===== src/rtl/inst_fetch_pkg.sv =====
// Shared CPU definitions for the fetch slice: widths, reset/NOP words,
// stall vector indices and the IF/ID payload type.
package inst_fetch_pkg;
    localparam int WORD_W = 32;
    localparam int ADDR_W = 32;

    typedef logic [WORD_W-1:0] word_t;
    typedef logic [ADDR_W-1:0] addr_t;

    localparam word_t NOP_INST_DEF = 32'h0000_0000;
    localparam addr_t RESET_PC_DEF = 32'h0000_0000;

    // Stall vector layout as driven by the hazard/control unit.
    localparam int STALL_IF = 0;
    localparam int STALL_ID = 1;
    localparam int STALL_W  = 2;

    typedef struct packed {
        addr_t pc;
        word_t inst;
    } if_id_t;

    // Redirects are forced to word alignment; no misalignment trap here.
    function automatic addr_t word_align(addr_t a);
        return {a[ADDR_W-1:2], 2'b00};
    endfunction
endpackage


===== src/rtl/inst_fetch_if.sv =====
// Instruction ROM bus: fetch stage is master, ROM answers combinationally.
interface inst_fetch_if;
    import inst_fetch_pkg::*;

    logic  rom_ce;
    addr_t rom_addr;
    word_t rom_inst;

    modport master (output rom_ce, output rom_addr, input  rom_inst);
    modport slave  (input  rom_ce, input  rom_addr, output rom_inst);
endinterface


===== src/rtl/inst_fetch_if_id.sv =====
// IF/ID pipeline register with flush, bubble and hold.
module inst_fetch_if_id
    import inst_fetch_pkg::*;
#(
    parameter word_t NOP_INST = NOP_INST_DEF
) (
    input  logic               clk,
    input  logic               rst_n,
    input  logic [STALL_W-1:0] stall,
    input  logic               flush,
    input  logic               rom_ce,
    input  addr_t              pc,
    input  word_t              rom_inst,
    output if_id_t             id
);
    localparam if_id_t BUBBLE = '{pc: '0, inst: NOP_INST};

    logic   s_if, s_id;
    if_id_t id_next;

    assign s_if = stall[STALL_IF];
    assign s_id = stall[STALL_ID];

    // Flush and IF-only stall inject a bubble; stall_id (legal or not) holds.
    always_comb begin
        id_next = id;
        if (flush)
            id_next = BUBBLE;
        else if (s_if && !s_id)
            id_next = BUBBLE;
        else if (!s_if && !s_id)
            id_next = '{pc: pc, inst: (rom_ce ? rom_inst : NOP_INST)};
    end

    // Register update; reset presents a NOP at PC 0 immediately.
    always_ff @(posedge clk or negedge rst_n) begin
        if (!rst_n)
            id <= BUBBLE;
        else
            id <= id_next;
    end

    // Control must never stall ID while IF keeps advancing.
    a_no_id_only_stall: assert property (@(posedge clk) disable iff (!rst_n)
        !(s_id && !s_if));
endmodule


===== src/rtl/inst_fetch_pc_reg.sv =====
// Program counter, ROM chip-enable and next-PC selection.
module inst_fetch_pc_reg
    import inst_fetch_pkg::*;
#(
    parameter addr_t RESET_PC = RESET_PC_DEF
) (
    input  logic  clk,
    input  logic  rst_n,
    input  logic  stall_if,
    input  logic  branch_flag,
    input  addr_t branch_target,
    input  logic  flush,
    input  addr_t flush_pc,
    output logic  ce,
    output addr_t pc
);
    addr_t pc_next;

    // Next PC: flush > stall > branch > sequential; frozen until ce is up.
    always_comb begin
        pc_next = pc;
        if (ce) begin
            if (flush)
                pc_next = word_align(flush_pc);
            else if (!stall_if) begin
                if (branch_flag)
                    pc_next = word_align(branch_target);
                else
                    pc_next = pc + 32'd4;
            end
        end
    end

    // ce comes up one edge after reset release, so the first fetch of
    // RESET_PC happens in the following cycle.
    always_ff @(posedge clk or negedge rst_n) begin
        if (!rst_n) begin
            pc <= RESET_PC;
            ce <= 1'b0;
        end else begin
            pc <= pc_next;
            ce <= 1'b1;
        end
    end
endmodule


===== src/rtl/inst_fetch.sv =====
// Instruction fetch stage: PC/ROM driver plus IF/ID register, with MIPS
// one-instruction branch delay slot (the word fetched alongside a taken
// branch in ID flows on unsquashed).
module inst_fetch
    import inst_fetch_pkg::*;
#(
    parameter addr_t RESET_PC = RESET_PC_DEF,
    parameter word_t NOP_INST = NOP_INST_DEF
) (
    input  logic           clk,
    input  logic           rst_n,
    input  logic           stall_if,
    input  logic           stall_id,
    input  logic           branch_flag,
    input  addr_t          branch_target,
    input  logic           flush,
    input  addr_t          flush_pc,
    inst_fetch_if.master   rom,
    output addr_t          id_pc,
    output word_t          id_inst
);
    logic [STALL_W-1:0] stall;
    logic               ce;
    addr_t              pc;
    if_id_t             id;

    assign stall[STALL_IF] = stall_if;
    assign stall[STALL_ID] = stall_id;

    inst_fetch_pc_reg #(.RESET_PC(RESET_PC)) u_pc_reg (
        .clk           (clk),
        .rst_n         (rst_n),
        .stall_if      (stall_if),
        .branch_flag   (branch_flag),
        .branch_target (branch_target),
        .flush         (flush),
        .flush_pc      (flush_pc),
        .ce            (ce),
        .pc            (pc)
    );

    inst_fetch_if_id #(.NOP_INST(NOP_INST)) u_if_id (
        .clk      (clk),
        .rst_n    (rst_n),
        .stall    (stall),
        .flush    (flush),
        .rom_ce   (ce),
        .pc       (pc),
        .rom_inst (rom.rom_inst),
        .id       (id)
    );

    assign rom.rom_ce   = ce;
    assign rom.rom_addr = pc;
    assign id_pc        = id.pc;
    assign id_inst      = id.inst;
endmodule


===== src/flat_wrapper.sv =====
// flat-port wrapper written by rule: the top's interface ports become plain ports
module inst_fetch_flat import inst_fetch_pkg::*;
#(
    parameter addr_t RESET_PC = RESET_PC_DEF,
    parameter word_t NOP_INST = NOP_INST_DEF
)
  (clk, rst_n, stall_if, stall_id, branch_flag, branch_target, flush, flush_pc, id_pc, id_inst, rom_rom_ce, rom_rom_addr, rom_rom_inst);
  inst_fetch_if rom_i ();
  input  logic clk;
  input  logic rst_n;
  input  logic stall_if;
  input  logic stall_id;
  input  logic branch_flag;
  input  addr_t branch_target;
  input  logic flush;
  input  addr_t flush_pc;
  output addr_t id_pc;
  output word_t id_inst;
  output wire logic [$bits(rom_i.rom_ce)-1:0] rom_rom_ce;
  output wire logic [$bits(rom_i.rom_addr)-1:0] rom_rom_addr;
  input wire logic [$bits(rom_i.rom_inst)-1:0] rom_rom_inst;
  assign rom_rom_ce = rom_i.rom_ce;
  assign rom_rom_addr = rom_i.rom_addr;
  assign rom_i.rom_inst = rom_rom_inst;
  inst_fetch #(.RESET_PC(RESET_PC), .NOP_INST(NOP_INST)) u_core (.clk(clk), .rst_n(rst_n), .stall_if(stall_if), .stall_id(stall_id), .branch_flag(branch_flag), .branch_target(branch_target), .flush(flush), .flush_pc(flush_pc), .rom(rom_i), .id_pc(id_pc), .id_inst(id_inst));
endmodule

===== config.mk =====
export PLATFORM = sky130hd
export DESIGN_NAME = inst_fetch_flat
export DESIGN_NICKNAME = d
export VERILOG_FILES = /design/src/rtl/inst_fetch_pkg.sv /design/src/rtl/inst_fetch_if.sv /design/src/rtl/inst_fetch_if_id.sv /design/src/rtl/inst_fetch_pc_reg.sv /design/src/rtl/inst_fetch.sv /design/src/flat_wrapper.sv
export SDC_FILE = /design/constraint.sdc
export NUM_CORES = 1
export LEC_CHECK = 0
export CORE_ASPECT_RATIO = 0.75
export CORE_MARGIN = 1.5
export CORE_UTILIZATION = 49
export CTS_CLUSTER_DIAMETER = 80
export DETAILED_ROUTE_END_ITERATION = 12
export PLACE_DENSITY_LB_ADDON = 0.25
export SLEW_MARGIN = 30
export SYNTH_ARGS = -nofsm -noshare
export SYNTH_HDL_FRONTEND = slang
export SYNTH_HIERARCHICAL = 1
export SYNTH_SLANG_ARGS = --single-unit

===== constraint.sdc =====
create_clock -name clk -period 5.8 [get_ports clk]
set_input_delay 1.16 -clock clk [delete_from_list [all_inputs] [get_ports clk]]
set_output_delay 1.16 -clock clk [all_outputs]
set_load 0.02 [all_outputs]

### Yosys cells after proc, flatten, opt, wreduce, memory -nomap -nowiden

Index checks and enable logic that the tools add are counted.

| cells by class | value |
|---|---|
| reduce and logical (&&, ||, !) cells | 6 |
| add/sub/neg operators | 1 |
| equal/unequal tests | 1 |
| mux-type cells | 7 |

Operators by type and width:

| kind | count |
|---|---|
| 2-to-1 mux 64 bit | 3 |
| 2-to-1 mux 32 bit | 4 |
| adder 32 x 3 -> 32 bit, second input constant | 1 |
| nonzero test 3 bit | 1 |
| logical AND 1 bit | 2 |
| logical NOT 1 bit | 2 |
| != test 2 x 1 -> 1 bit, second input constant | 1 |
| AND reduction 2 bit | 1 |

| word-level totals | value |
|---|---|
| flip-flop bits (word level) | 97 |
| logic and storage cells | 19 |
| input port bits | 102 |
| output and inout bits | 97 |

### Longest topological paths before layout

Gate-level depths: netlist of the first run.

| depth | value |
|---|---|
| word-level depth | 5 |
| mapped depth | 7 |
| depth with buffers taken out | 6 |

### By module

Netlist of the first run, hierarchy kept.

By module, submodules not included:

| module | times used | seq. area each (um2) | area each (um2) | cells each |
|---|---|---|---|---|
| inst_fetch_if_id | 1 | 1601.5 | 3096.7 | 287 |
| inst_fetch_pc_reg | 1 | 775.7 | 2316.0 | 292 |

### Least setup slack after synthesis of the first run

Ideal clock, no wire load.

| timing path | value |
|---|---|
| path kind | input to register |
| from | in flush |
| to | reg u_core.u_pc_reg.pc[17] |
| buffers on the path | 2 |
| stages on the path | 6 |
| data required time | 5.669 ns |
| data arrival time | 2.504 ns |
| library setup time | 0.131 ns |
| path slack | 3.165 ns |
| cell sequence | clkbuf_1 > clkinv_1 > a21boi_0 > clkbuf_1 > o21ai_0 > o2bb2ai_1 |

| on the way | value |
|---|---|
| word-level cells in the longest chain between the ends | 2 |
| elaborated cells between the ends (all ways) | 3 |
| classes of those cells | eq/ne (1); mux (1); reduce/logical (1) |

RTL lines:

| element | RTL line | RTL |
|---|---|---|
| start: declaration | flat_wrapper.sv:15 | `input logic flush;` |
| != test 2 x 1 -> 1 bit (no line) | - |  |
| AND reduction 2 bit (no line) | - |  |
| end signal: assignment | inst_fetch_pc_reg.sv:41 | `pc <= pc_next;` |
| end: declaration | inst_fetch_pc_reg.sv:15 | `output addr_t pc` |

Parallel ways exist; a longest one is shown, timed or not.
A chain may end at the register's enable or synchronous reset.

### Final worst setup path of the first run

| timing path | value |
|---|---|
| from | in flush |
| to | reg u_core.u_pc_reg.pc[12] |

Same word-level chain as after synthesis.

==> summary.txt, run 1 <==
full die area: 11,690 um2
leakage: 2.857 nW
total power: 1.835 mW
CP Buf/Inv Count: 3
Hold Path Class: reg -> reg
R2R cell count: 6
most numerous cell in the Yosys netlist: dfrtp_1
Post-CTS Setup Inserts: 0
RSZ-0062 raised after global routing: no
TritonCTS Buffers: 9
first-pass GRT wire length: 26.59 mm
share of cells above drive strength 1: 8.356%
Synth top area share: 43.92%
R2R Path Start: u_core/u_pc_reg/pc[2]
largest net degree at the start of global routing: 129
CP max FO: 37
Worst path depth: 6
Vias/cell: 6.002
final setup TNS: 0 ps
initial core utilization: 49.84%
Required @ worst endpoint: 6050 ps
vias in the first global route: 5,084
worst path cell trace: buf_4 -> clkinv_1 -> a21boi_1 -> buf_4 -> o22ai_1 -> a211oi_1
status: finished clean
sequential share of the synthesized area: 43.92%
Ports: 199
max cap viols: 0
Slew Viols, Final: 0
CP Class: in -> reg
TritonCTS clock tree: built
clk sinks: 95
FF-to-FF setup slack: 3420 ps
top post-synthesis cells by count: dfrtp_1, nand2_1, a21oi_1
synthesis-stage register bit count: 95
Post-synth top flop: dfrtp_1
Fin Clk Skew: 5.715 ps
Core ar.: 10,860 um2
Inserted Diodes: 0
# nets final: 841
Area contributors post-synth: dfrtp_1, nand4bb_1, nand2_1
RD Place Congestion: 0.8778
Crit. Startpoint: flush
Final Hold Viols: 0
fmax: 312.0 MHz
CP startpoint kind: input pin
Die Y: 94.02 um
DR vias: 5,294
reg-to-reg endpoint: u_core/u_pc_reg/pc[22]
slowest stage cell, crit path: a21boi_1
drt wl/cell: 18.90 um
Yosys top cell by area: dfrtp_1
power per standard cell area: 241.4 nW/um2
relative slew slack: 43.95%
CP peak stage delay: 710 ps
Area Growth Syn to Fin: 40.43%
gr ovfl total: 0
Post-Syn Instances: 579
num rows: 33
most used cell, CP: buf_4
crit end category: flip-flop
asr flop ratio synth: 100.0%
Post-synth EDFFs: 0
CP arrival: 3450 ps
GRT Total Usage: 28.64%
Clock Latency Late Sink: 340 ps
CTS resizes: 0
clock-pin slew on the worst setup and hold paths: 60 ps
synth unique cells: 58
Detailed Route Iter0 Violations: 504
crit path to: u_core/u_pc_reg/pc[12]
Post-Syn Area: 5413 um2
initial antenna violation count: 0
WL final: 16.67 mm
syn_area_per_cell: 9.348 um2
crit path time final: 3205 ps
Max VDD drop: 0.1920 mV
htree depth: 3
Pre-Repair DR Iteration Count: 5
antenna viol nets, final: 0
warnings from Yosys: 6
delay-heaviest family, CP: buffers and inverters
PortBufs: 192
die extent in x: 124.4 um
cts-stage hold buffer count: 0
Post-route DRC: 0
final worst path period share: 55.26%
slew of the pin with the lowest slew margin: 833.8 ps
Setup Viol. Count Final: 0
Detail Placement HPWL: 11.36 mm
root buf cell: clkbuf_16
Clock Path Buffers: 2
-- placed cells by master, fill, tap and decap left out, types with 4 or more instances in the layout --
cell	count
a21oi_1	57
a21oi_2	32
a221oi_1	7
and3_1	15
buf_4	8
clkbuf_16	9
clkdlybuf4s50_1	188
dfrtp_1	95
nand2_1	85
nand3_1	14
nand4_1	13
nand4bb_1	32
nor2_1	21
nor3_1	5
nor4_1	5
o211ai_1	5
o21a_1	5
o21ai_0	27
o22ai_1	5
or3b_1	32
xnor2_1	9
xor2_1	4
-- registers in the layout (all words and copies together) (netlist names) --
| name | cells |
|---|---|
| u_core/u_if_id/id | 64 |
| u_core/u_pc_reg/ce | 1 |
| u_core/u_pc_reg/pc | 30 |
-- metal layers --
metal | track usage, % | wire (um) | up-vias
met3 | 6.150 | 1209 | 26
met1 | 39.41 | 7317 | 2562
met2 | 45.28 | 7841 | 263
met5 | 0 | 0 | -
met4 | 9.483 | 298 | 0
li1 | - | - | 2443
-- kinds of logic after synthesis --
| family | count (synthesis) | share of synthesized area (%) |
|---|---|---|
| AO/OA/AOI/OAI | 167 | 20.32 |
| XOR/XNOR | 13 | 2.104 |
| adder cells (fa/ha/maj) | 1 | 0.2311 |
| buffers and inverters | 56 | 5.132 |
| flip-flops | 95 | 43.92 |
| multiplexers | 2 | 0.3699 |
| other | 2 | 0.1387 |
| AND/OR/NAND/NOR | 243 | 27.79 |
-- worst min-delay path by stage --
stage,start,endpoint,cells past startpoint
floorplan,u_core/u_if_id/id[0],u_core/u_if_id/id[0],2
detailed placement,u_core/u_if_id/id[16],u_core/u_if_id/id[16],2
global placement,u_core/u_if_id/id[5],u_core/u_if_id/id[5],2
CTS,u_core/u_if_id/id[8],u_core/u_if_id/id[8],2
finish,u_core/u_if_id/id[8],u_core/u_if_id/id[8],2
global route,u_core/u_if_id/id[8],u_core/u_if_id/id[8],2
-- worst min-delay path, cell delays in order (launching register included) --
cell and delay (ps):
dfrtp_1 380, nand2_1 60, a21oi_1 60
-- area by class of cell --
class	count	area [um2]
flip-flops and latches	95	2377
fillers	855	3258
repair buffers	199	1978
inverters	4	15.01
well taps	140	175.2
clock inverters	3	43.79
multi-input cells	429	2765
clock buffers	12	246.5
-- power breakdown --
group	leakage, nW	internal [mW]	switching (mW)
Clock	0.143	0.344	0.239
Sequential	1.24	0.711	0.0858
Combinational	1.47	0.227	0.228
-- metrics by stage --
step | instances | hold WS, ps | cell area (um2) | setup slack, ps | util, %
after global placement | 866 | 518.4 | 7287 | 2375 | 67.10
final | 882 | 533.8 | 7601 | 2595 | 70.00
after global routing | 882 | 548.2 | 7601 | 2337 | 70.00
after detailed placement | 867 | 522.9 | 7307 | 2335 | 67.29
after floorplan | 580 | 619.9 | 5416 | 3165 | -
after CTS | 882 | 533.3 | 7597 | 2696 | 69.96
Note: power is estimated with default switching activity, not from simulation.
==> run 2, diff against run 1 <==
Settings changed: CORE_UTILIZATION 49 to 41.
Clock period 5.8 ns to 2.9 ns, I/O delays scaled along.
==> run 2 against run 1 <==
Clock power grew 94%; critical endpoint is now rom_rom_ce; flip-flop and latch count unchanged; global-route usage is 4.0 points lower; combinational power up 110%; power grew 99%; via count did not move; final cell count is 5.0% higher; sequential share of layout area down 0.47 points; sequential power grew 99%; register-to-register slack got worse by 2800 ps.
==> summary.txt, run 2 (synthesis gave the netlist of run 1 again) <==
Area after DPL: 7428 um2
die extent in x: 135.7 um
relative slew slack: 48.57%
status: finished clean
CTS resizes: 0
Pre-Repair DR Iteration Count: 5
clk sinks: 95
Required @ worst endpoint: 2320 ps
GRT Total Usage: 24.67%
crit path time final: 2249 ps
Regs by FF count: u_core/u_if_id/id: 64 flops, u_core/u_pc_reg/pc: 30 flops, u_core/u_pc_reg/ce: 1 flops
final worst path period share: 77.55%
slowest stage cell, crit path: clkdlybuf4s50_1
crit end category: output pin
Clock Latency Late Sink: 350 ps
DR vias: 5,294
gr ovfl total: 0
worst hold slack: 295.6 ps
Setup Viol. Count Final: 0
fmax: 444.6 MHz
Vias/cell: 5.717
total power: 3.645 mW
Ports: 199
CP peak stage delay: 720 ps
Hold Path Class: in -> async
num rows: 36
CP Buf/Inv Count: 1
cts-stage hold buffer count: 0
root buf cell: clkbuf_16
Post-CTS Setup Inserts: 0
largest register by flop count: u_core/u_if_id/id
clock-pin slew on the worst setup and hold paths: 70 ps
leakage: 2.905 nW
full die area: 13,910 um2
Clock Path Buffers: 2
CP arrival: 1670 ps
drt wl/cell: 18.48 um
initial core utilization: 41.87%
WL final: 17.11 mm
largest net degree at the start of global routing: 85
final setup TNS: 0 ps
delay-heaviest family, CP: buffers and inverters
first-pass GRT wire length: 26.52 mm
most frequent cells in the layout: clkdlybuf4s50_1, dfrtp_1, nand2_1
Final Hold Viols: 0
CP Class: reg -> out
TritonCTS Buffers: 9
Area Growth Syn to Fin: 42.56%
FF-to-FF setup slack: 670 ps
max reg flops: 64
htree depth: 3
Core ar.: 12,930 um2
power per standard cell area: 472.3 nW/um2
RSZ-0062 raised after global routing: no
commonest non-fill, non-tap cell in the layout: clkdlybuf4s50_1
Detail Placement HPWL: 12.15 mm
# nets final: 852
RD Place Congestion: 0.8957
share of cells above drive strength 1: 10.08%
PortBufs: 192
CP startpoint kind: flip-flop
slew of the pin with the lowest slew margin: 771.5 ps
fin area: 7716 um2
final worst setup slack: 651.0 ps
antenna viol nets, final: 0
Die Y: 102.5 um
initial antenna violation count: 0
Slew Viols, Final: 0
max cap viols: 0
Max VDD drop: 0.2670 mV
Detailed Route Iter0 Violations: 409
pre-CTS setup slack: 499.5 ps
vias in the first global route: 5,037
worst path cell trace: clkdlybuf4s50_1
TritonCTS clock tree: built
CP max FO: 13
Post-route DRC: 0
Fin Clk Skew: 5.755 ps
[run 2: metrics by stage]
stage	std cells	util, %
after CTS	925	59.67
final	926	59.69
after floorplan	580	-
after global routing	925	59.67
after detailed placement	909	57.46
after global placement	909	57.46
[run 2: final cells by class]
type,count,area (um2)
inverter,4,15.01
clock buffer,9,225.2
multi-input combinational,429,2765
tap,171,214.0
antenna,1,2.502
clock inverter,7,60.06
timing repair buffer,210,2057
sequential,95,2377
fill,1103,5211
[run 2: final timing paths]
check	start	end	cells after the start
min reg2reg	u_core/u_if_id/id[55]	u_core/u_if_id/id[55]	2
max reg2reg	u_core/u_pc_reg/pc[4]	u_core/u_pc_reg/pc[23]	5
min in group clk	u_core/u_if_id/id[55]	u_core/u_if_id/id[55]	2
min	rst_n	u_core/u_pc_reg/pc[7]	1
max in group asynchronous	rst_n	u_core/u_if_id/id[35]	2
max	u_core/u_pc_reg/ce	rom_rom_ce	1
[run 2: layer usage]
metal	track usage (%)	wire length, um
met5	0	0
met4	7.444	290
met3	5.654	1269
met2	36.98	7653
met1	35.65	7894
[run 2: power by group]
group,internal [mW],switching (mW)
combinational,0.466,0.467
sequential,1.42,0.164
clock,0.591,0.535
total,2.48,1.17
==> run 3, diff against run 2 <==
Settings changed: CORE_UTILIZATION 41 to 45.
Clock period 2.9 ns to 2.3 ns, I/O delays scaled along.
==> run 3 against run 2 <==
Via count up 1.2%; design area up 1.9%; clock power up 46%; highest routed layer unchanged; first-iteration DRC count is 11% higher; hold slack got worse by 240 ps; die area is 8.7% lower; critical path type is now reg -> reg; power up 33%; core utilization increased by 7.8 points; largest cell class unchanged.
==> summary.txt, run 3 (synthesis gave the netlist of run 1 again) <==
fmax: 464.3 MHz
initial core utilization: 46.44%
final worst setup slack: 146.4 ps
crit path time final: 2154 ps
Fin Clk Skew: 9.196 ps
Inserted Diodes: 0
Detailed Route Iter0 Violations: 452
FF-to-FF setup slack: 150 ps
die extent in x: 129.6 um
Final Util: 67.45%
DR vias: 5,356
cts-stage hold buffer count: 0
Hold Path Class: in -> async
RSZ-0062 raised after global routing: no
R2R cell count: 5
Required @ worst endpoint: 2580 ps
Regs by FF count: u_core/u_if_id/id: 64 flops, u_core/u_pc_reg/pc: 30 flops, u_core/u_pc_reg/ce: 1 flops
fill count: 923
largest register by flop count: u_core/u_if_id/id
Ports: 199
full die area: 12,700 um2
Die Y: 97.98 um
max cap viols: 0
R2R Path Start: u_core/u_pc_reg/pc[6]
largest net degree at the start of global routing: 86
Post-CTS Setup Inserts: 0
Slew Viols, Final: 0
crit end category: flip-flop
final worst path period share: 93.63%
leakage: 2.993 nW
Core ar.: 11,660 um2
CTS resizes: 0
Clock Latency Late Sink: 340 ps
CP max FO: 7
antenna viol nets, final: 0
final setup TNS: 0 ps
power per standard cell area: 618.3 nW/um2
clock-pin slew on the worst setup and hold paths: 70 ps
CP startpoint kind: flip-flop
most frequent cells in the layout: clkdlybuf4s50_1, dfrtp_1, nand2_1
Setup Viol. Count Final: 0
share of cells above drive strength 1: 11.49%
CP Class: reg -> reg
max reg flops: 64
drt wl/cell: 18.47 um
RD Place Congestion: 0.8708
Final Hold Viols: 0
root buf cell: clkbuf_16
CP arrival: 2430 ps
Vias/cell: 5.772
Clock Path Buffers: 2
GRT Total Usage: 27.32%
reg-to-reg endpoint: u_core/u_pc_reg/pc[23]
initial antenna violation count: 0
Area Growth Syn to Fin: 45.26%
pre-CTS setup slack: 194.8 ps
num rows: 34
# nets final: 864
vias in the first global route: 5,178
TritonCTS Buffers: 9
WL final: 17.14 mm
TritonCTS clock tree: built
Pre-Repair DR Iteration Count: 5
Max VDD drop: 0.3570 mV
first-pass GRT wire length: 27.19 mm
Detail Placement HPWL: 12.22 mm
commonest non-fill, non-tap cell in the layout: clkdlybuf4s50_1
clk sinks: 95
PortBufs: 192
gr ovfl total: 0
htree depth: 3
status: finished clean
Post-route DRC: 0
[run 3: cell count changes in the layout (fill, tap and decap cells not counted), sizes merged]
cell	change
clkinv	-4
bufinv	+2
clkbuf	+1
diode	-1
clkinvlp	+1
buf	+12
[run 3: worst max-delay path, stage by stage (launching register included)]
cell	delay, ps
dfrtp_1	500
nand3_2	190
or4_1	660
or4_1	440
a21oi_1	150
o22a_1	140
[run 3: metrics by stage]
| step | instances | instance area [um2] | total power [mW] | hold WS, ps |
|---|---|---|---|---|
| 6_report | 928 | 7863 | 4.862 | 52.24 |
| 5_1_grt | 928 | 7863 | 5.069 | 70.24 |
| 3_5_place_dp | 912 | 7532 | 3.222 | 434.9 |
| 3_3_place_gp | 912 | 7532 | 3.193 | 431.1 |
| 2_1_floorplan | 580 | 5416 | 2.565 | 164.4 |
| 4_1_cts | 928 | 7863 | 4.880 | 64.11 |
[run 3: final cells by class]
cell class | count | area, um2 | area share [%]
Tap cell | 162 | 202.7 | 2.578
Multi-Input combinational cell | 429 | 2765 | 35.17
Clock inverter | 6 | 91.34 | 1.162
Timing Repair Buffer | 222 | 2172 | 27.63
Sequential cell | 95 | 2377 | 30.24
Clock buffer | 10 | 239.0 | 3.039
Inverter | 4 | 15.01 | 0.1910
[run 3: how the worst max path moves through the flow]
stage / startpoint / endpoint / cells past startpoint
after detailed placement: u_core/u_pc_reg/pc[6] / u_core/u_pc_reg/pc[23] / 5
after floorplan: u_core/u_pc_reg/pc[4] / u_core/u_pc_reg/pc[23] / 7
after global placement: branch_flag / u_core/u_pc_reg/pc[29] / 7
after global routing: u_core/u_pc_reg/pc[6] / u_core/u_pc_reg/pc[23] / 5
final: u_core/u_pc_reg/pc[6] / u_core/u_pc_reg/pc[23] / 5
after CTS: u_core/u_pc_reg/pc[6] / u_core/u_pc_reg/pc[23] / 5
[run 3: per-layer routing]
metal	wire [um]	part of all wire (%)	track usage, %	up-vias
met5	0	0	0	-
met4	353	2.1	8.376	0
met3	1473	8.6	5.918	32
met2	7865	46	41.43	275
met1	7450	43	39.09	2548
li1	-	-	-	2501
[run 3: where the power goes]
part	switching (mW)	internal, mW	leakage [nW]
clock network	0.664	0.988	0.157
logic	0.620	0.615	1.59
registers	0.182	1.79	1.24
total	1.47	3.40	2.99
